**config.mk**
```make
export PLATFORM = sky130hd
export DESIGN_NAME = dispensador_rolhas
export DESIGN_NICKNAME = d
export VERILOG_FILES = /design/src/rtl/dispensador_rolhas.sv
export SDC_FILE = /design/constraint.sdc
export NUM_CORES = 1
export LEC_CHECK = 0
export BUFFER_PORTS_ARGS = -buffer_cell sky130_fd_sc_hd__buf_2
export CORE_ASPECT_RATIO = 0.7
export CORE_UTILIZATION = 55
export CTS_BUF_LIST = sky130_fd_sc_hd__clkbuf_16
export DETAILED_ROUTE_END_ITERATION = 8
export MAX_ROUTING_LAYER = met4
export PLACE_DENSITY = 0.76
export SLEW_MARGIN = 10
export SYNTH_ARGS = -nofsm -noshare
export SYNTH_HDL_FRONTEND = slang
export SYNTH_SLANG_ARGS = --single-unit
export TNS_END_PERCENT = 20
```
**constraint.sdc**
```tcl
create_clock -name clk -period 3.6 [get_ports clk]
set_input_delay 0 -clock clk [delete_from_list [all_inputs] [get_ports clk]]
set_output_delay 0 -clock clk [all_outputs]
set_load 0.03 [all_outputs]
```
**src/rtl/dispensador_rolhas.sv**
```systemverilog
// Cork supply station: serves one cork per request edge, tracks stock, takes refills.
// Optional low-stock alarm output enabled by defining ROLHA_ALARME_BAIXO_EN.
module dispensador_rolhas #(
  parameter logic [6:0]  ESTOQUE_INICIAL = 7'd20,
  parameter logic [6:0]  ESTOQUE_MAX     = 7'd99,
  parameter logic [6:0]  LOTE_REPOSICAO  = 7'd15,
  parameter logic [24:0] TEMPO_ATUADOR   = 25'd2500000
`ifdef ROLHA_ALARME_BAIXO_EN
  ,
  parameter logic [6:0]  LIMIAR_BAIXO    = 7'd5
`endif
) (
  input  logic       clk,
  input  logic       reset,
  input  logic       solicitar,
  input  logic       repor,
  output logic       atuador_rolha,
  output logic       rolha_concedida,
  output logic       erro_sem_rolha,
  output logic       ocupado,
  output logic [6:0] estoque_valor,
  output logic       alarme_vazio
`ifdef ROLHA_ALARME_BAIXO_EN
  ,
  output logic       alarme_baixo
`endif
);

  localparam logic [1:0] OCIOSO         = 2'd0;
  localparam logic [1:0] DISPENSANDO    = 2'd1;
  localparam logic [1:0] AGUARDA_LIBERA = 2'd2;

  logic [1:0]  estado;
  logic [24:0] timer;
  logic        sol_prev;
  logic        rep_s1;
  logic        rep_s2;
  logic        rep_prev;

  logic        pedido;
  logic        rep_edge;
  logic        dec;
  logic [7:0]  soma;
  logic [6:0]  estoque_nxt;

  assign pedido   = solicitar & ~sol_prev;
  assign rep_edge = rep_s2 & ~rep_prev;
  assign dec      = (estado == DISPENSANDO) && (timer == 25'd0);
  assign ocupado  = (estado != OCIOSO);

  // 8-bit sum so a refill near the ceiling cannot wrap before saturating
  always_comb begin
    soma = {1'b0, estoque_valor} - {7'd0, dec};
    if (rep_edge) begin
      soma = soma + {1'b0, LOTE_REPOSICAO};
    end
    estoque_nxt = soma[6:0];
    if (soma > {1'b0, ESTOQUE_MAX}) begin
      estoque_nxt = ESTOQUE_MAX;
    end
  end

  always_ff @(posedge clk or negedge reset) begin
    if (!reset) begin
      sol_prev      <= 1'b0;
      rep_s1        <= 1'b0;
      rep_s2        <= 1'b0;
      rep_prev      <= 1'b0;
      estoque_valor <= ESTOQUE_INICIAL;
      alarme_vazio  <= (ESTOQUE_INICIAL == 7'd0);
    end else begin
      sol_prev      <= solicitar;
      rep_s1        <= repor;
      rep_s2        <= rep_s1;
      rep_prev      <= rep_s2;
      estoque_valor <= estoque_nxt;
      alarme_vazio  <= (estoque_nxt == 7'd0);
    end
  end

`ifdef ROLHA_ALARME_BAIXO_EN
  always_ff @(posedge clk or negedge reset) begin
    if (!reset) begin
      alarme_baixo <= 1'b0;
    end else begin
      alarme_baixo <= (estoque_nxt != 7'd0)
                   && (estoque_nxt <= LIMIAR_BAIXO);
    end
  end
`endif

  always_ff @(posedge clk or negedge reset) begin
    if (!reset) begin
      estado          <= OCIOSO;
      timer           <= 25'd0;
      atuador_rolha   <= 1'b0;
      rolha_concedida <= 1'b0;
      erro_sem_rolha  <= 1'b0;
    end else begin
      rolha_concedida <= 1'b0;
      erro_sem_rolha  <= 1'b0;
      unique case (estado)
        OCIOSO: begin
          if (pedido) begin
            if (estoque_valor != 7'd0) begin
              estado        <= DISPENSANDO;
              timer         <= TEMPO_ATUADOR - 25'd1;
              atuador_rolha <= 1'b1;
            end else begin
              erro_sem_rolha <= 1'b1;
              estado         <= AGUARDA_LIBERA;
            end
          end
        end
        DISPENSANDO: begin
          if (timer == 25'd0) begin
            atuador_rolha   <= 1'b0;
            rolha_concedida <= 1'b1;
            estado          <= AGUARDA_LIBERA;
          end else begin
            timer <= timer - 25'd1;
          end
        end
        AGUARDA_LIBERA: begin
          if (!solicitar) begin
            estado <= OCIOSO;
          end
        end
        default: begin
          estado        <= OCIOSO;
          atuador_rolha <= 1'b0;
        end
      endcase
    end
  end

endmodule
```
# == Word level (Yosys, flattened, before mapping) ==
# Index checks and enable logic that the tools add are counted.
# totals
reg_bits,42
# classes
n_addsub,3
n_lt_le_gt_ge,1
eq_ne,7
mux,20
bitwise_logic,5
n_reduce_logical,10
# op_table
cell,n
$mux 25,3
$pmux 25 s2,1
$logic_not 25->1,1
$sub 25x1->25 const B,1
$add 8x4->8 const B,1
$gt 8x7->1 const B,1
$mux 1,8
$mux 2,4
$mux 8,1
$ne 2x2->1 const B,4
$reduce_and 4->1,2
$sub 7x1->8,1
$logic_not 7->1,1
$mux 7,1
$reduce_bool 7->1,1
$pmux 2 s3,1
$reduce_bool 2->1,2
$not 1->1,3
$pmux 1 s3,1
$reduce_and 3->1,1
$and 1x1->1,2
$eq 2x1->1 const B,1
$eq 2x2->1 const B,1
$logic_not 2->1,1
other kinds (2),2

# == Logic depth before layout (Yosys ltp) ==
# logic_depth
ltp_word,8
depth_mapped,14
ltp_nobuf,14

# == Least setup slack after synthesis ==
# No wires, ideal clock.
# synth_timing
path_type,flip-flop to flip-flop
from,register timer[17]
to,register estoque_valor[0]
setup_time_ns,0.145
arrival_time_ns,3.270
setup_slack_ns,0.185
stages_incl_launch_ff,13
n_path_buf,0
synth_period_minus_slack_ns,3.415
cell_sequence,dfrtp_1 > nor4_1 > nand3_1 > nand4b_4 > nor3_1 > ha_1 > ha_1 > or4b_4 > nor2_4 > xor2_2 > a211o_2 > o311ai_2 > a22oi_1
# synth_between
elab_chain_cells,7
# synth_rtl
item,line_no,source
"start, declared",34,logic [24:0] timer;
"start signal, assigned",107,timer <= TEMPO_ATUADOR - 25'd1;
"start signal, assigned",121,timer <= timer - 25'd1;
$logic_not 25->1 *,48,assign dec = (estado == DISPENSANDO) && (timer == 25'd0);
$logic_and 1x1->1 *,48,
named net dec,42,logic dec;
$sub 7x1->8 *,53,"soma = {1'b0, estoque_valor} - {7'd0, dec};"
$add 8x4->8,55,"soma = soma + {1'b0, LOTE_REPOSICAO};"
$mux 8 *,54,if (rep_edge) begin
$gt 8x7->1,58,"if (soma > {1'b0, ESTOQUE_MAX}) begin"
$mux 7 *,58,
named net estoque_nxt[0],44,logic [6:0] estoque_nxt;
"end signal, assigned",76,estoque_valor <= estoque_nxt;
"end, declared",21,"output logic [6:0] estoque_valor,"
# The timed path passes the listed nets; every way through them passes the cells marked *.
# A chain may end at the register's enable or synchronous reset.

# == Worst setup path in the final report ==
# layout_timing
from,register timer[5]
to,register estoque_valor[3]
# The elaborated chain is that of the path after synthesis.

==> results.toml <==
[outcome]
status = "complete, no violations"

[placed_design]
place_ws_ns = 0.188
portBuffers = 15
place_congestion = 0.919
dp.cells = 337
post-dp-hpwl_mm = 4.04

[cells_and_area]
seqCellArea_um2 = 1050
finalNetCount = 302
nFillCells = 344
drive_gt1_share_pct = 21.1
antenna_cells = 0
final_cells = 349
multiInputGateArea_um2 = 1540
syn_to_final_growth_pct = 15.1

[global_routing]
grt_start_max_net_pins = 43
grt_pass1_wl_mm = 9.54
globalRouteTotalUtil_pct = 25.7
grt-ovfl-total = 0
grt_pass1_vias = 1900
antenna_found_initial = 0

[worst_setup_path]
critPathMaxFanout = 5
required_ns = 3.77
worst-setup-path-type = "reg2reg"
r2r_start = "timer[5]"
critPathLaunchType = "flop"
cp-end-kind = "flop"
r2r_slack_ns = 0.21
cp-startpoint = "timer[5]"
cp_data_arrival_time_ns = 3.56

[timing]
finalCritPeriodShare_pct = 94.3
setup_viol = 0
finalSetupTns_ns = 0
layout_min_cycle_time_ns = 3.39
slew_headroom_pct = 39.6
tightest_slew_ns = 0.906
drv_slew = 0
max_freq_mhz = 295
hold_viol = 0
finalWorstSetupSlack_ns = 0.205
worst_clock_skew_ns = 0.00461

[route]
vias_per_cell = 6.03
vias = 2105
drt_wl_total_mm = 5.69
routedWlPerCell_um = 16.3
dr.pass1.iters = 7
drtIter0Drc = 161
drc = 0
ant_nets = 0

[clock_network]
cts_sinks = 42
cts_tree = "built"
cts_root_buf = "clkbuf_16"
clk_latency_ns = 0.28
clkTransAtPathRegs_ns = 0.06
cts_made_buffers = 5
htree_num_levels = 2
cts.path.max_buffers = 2

[power]
ir_worst_vdd_mv = 0.393
total_power_uw = 2160
p_leak_uw = 0.00125
p_per_area_nw_per_um2 = 713

[synthesis]
syn_nets = 273
synth_top_cell_by_area = "dfrtp_1"
synth_area_leaders = "dfrtp_1 (38%), xnor2_1 (8.0%), nand2_1 (3.3%), nor2_1 (3.3%), nor3_1 (2.7%)"
netlist_instances = 264
synth_top_cell_area_share_pct = 38.1
synth_ff_type = "dfrtp_1"
yosysWarnings = 0
seq_area_frac_synth_pct = 40.1
yosys_register_bits = 42
synth_edf_count = 0
synth.avg_cell_area_um2 = 9.96
async_flop_share_pct = 100
synth_area_um2 = 2630
ys_types = 62

[die]
coreArea_um2 = 4450
ios = 16
start_util_pct = 59.0
die_w_um = 84.7
core.rowCount = 20
dieHeight_um = 59.9
die_area_um2 = 5070

[hold_path]
worstHoldPathType = "reg2reg"
min_from = "rep_s1"

[job]
max-cap-violations = 0
worst max-delay path, cell delays in order (launching register included):
cell	delay, ns
dfrtp_1	0.40
nor4_1	0.40
and2_1	0.30
nand4b_4	0.12
nor3_1	0.23
ha_1	0.23
ha_1	0.21
or4b_4	0.51
nor2_4	0.12
xor2_2	0.26
a211o_2	0.19
o311ai_4	0.11
a21o_1	0.20
where the power goes:
part | internal (uW) | switching (uW) | total, uW
clock network | 251 | 174 | 425
logic | 393 | 519 | 911
registers | 609 | 213 | 821
final timing paths:
check | cells past startpoint | end
min in group asynchronous | 2 | estoque_valor[6]
min | 0 | rep_s2
max reg2reg | 12 | estoque_valor[3]
max | 12 | estoque_valor[3]
min reg2reg | 0 | rep_s2
max in group asynchronous | 2 | estoque_valor[1]
synthesized netlist by cell type (all sizes together), types with 2 or more instances:
| library cell | number |
|---|---|
| buf | 3 |
| o211ai | 2 |
| clkbuf | 4 |
| nor4 | 14 |
| xnor2 | 25 |
| nor3 | 15 |
| or2 | 2 |
| a21o | 3 |
| a31oi | 4 |
| nand3 | 6 |
| dfstp | 2 |
| o311ai | 2 |
| nor2 | 24 |
| inv | 10 |
| a22oi | 4 |
| nand2b | 8 |
| a31o | 4 |
| a211oi | 2 |
| nand2 | 23 |
| nor4b | 3 |
| o21ai | 5 |
| dfrtp | 40 |
| nand4 | 3 |
| nand4b | 2 |
| a21oi | 9 |
| o22a | 2 |
| or3 | 5 |
| xor2 | 5 |
| o22ai | 5 |
| and2 | 5 |
| nor2b | 2 |
| ha | 5 |
| and3 | 2 |
state kept, by name (all words and copies together), names as in the netlist:
signal	flops
rolha_concedida	1
erro_sem_rolha	1
alarme_vazio	1
timer	25
rep_s2	1
rep_prev	1
estado	2
rep_s1	1
sol_prev	1
estoque_valor	7
atuador_rolha	1
routing by layer:
| layer | track usage, % | vias up | share of wire (%) |
|---|---|---|---|
| met5 | - | - | 0 |
| met3 | 4.97 | 5 | 5.8 |
| met2 | 34.3 | 59 | 39 |
| met1 | 39.6 | 1021 | 54 |
| met4 | 5.81 | 0 | 0.56 |
| li1 | - | 1020 | - |
metrics by stage:
step	hold WS [ns]	area, um^2	util (%)
2_1_floorplan	-0.296	2630	-
3_3_place_gp	0.110	2810	63.1
3_5_place_dp	0.111	2810	63.1
4_1_cts	0.353	2980	66.9
5_1_grt	0.354	3030	67.9
6_report	0.351	3030	67.9
area by class of cell:
type | count | area share (%)
Clock buffer | 5 | 4.13
Tap cell | 55 | 2.27
Multi-Input combinational cell | 205 | 50.9
Inverter | 10 | 1.24
Sequential cell | 42 | 34.8
Timing Repair Buffer | 29 | 6.20
Clock inverter | 3 | 0.413
timing repair:
| item | in CTS | in global routing |
|---|---|---|
| gates resized for setup | 0 | 5 |
| endpoints found under the setup margin | 0 | 6 |
| hold buffers | 3 | 0 |
| setup buffers | 0 | 1 |
| endpoints found under the hold margin | 42 | 0 |
placed cells by master (no fill, tap or decap), types with 3 or more instances in the layout:
master,netlist,final
a22oi_1,4,4
xor2_1,4,4
buf_4,0,11
or3_1,4,4
nor4_2,1,3
a21o_1,3,3
clkbuf_16,0,5
nor3_1,14,14
nor4_1,11,9
o21ai_0,4,4
nand3_1,5,5
nand4_1,3,3
nor2_1,23,23
dfrtp_1,40,40
dlygate4sd3_1,0,3
o22ai_1,5,5
nand2b_1,8,8
ha_1,5,5
buf_2,2,15
inv_1,10,11
nand2_1,23,23
a21oi_1,9,9
xnor2_1,24,23
and2_1,5,5
kinds of logic after synthesis:
family / share of synthesized area (%)
simple gates: 27.8
compound gates: 15.6
flops: 40.1
xor+xnor: 10.6
buf+inv: 2.81
fa+ha+maj: 2.38
mux: 0.809
No activity file was read; power rests on OpenSTA's default activity.
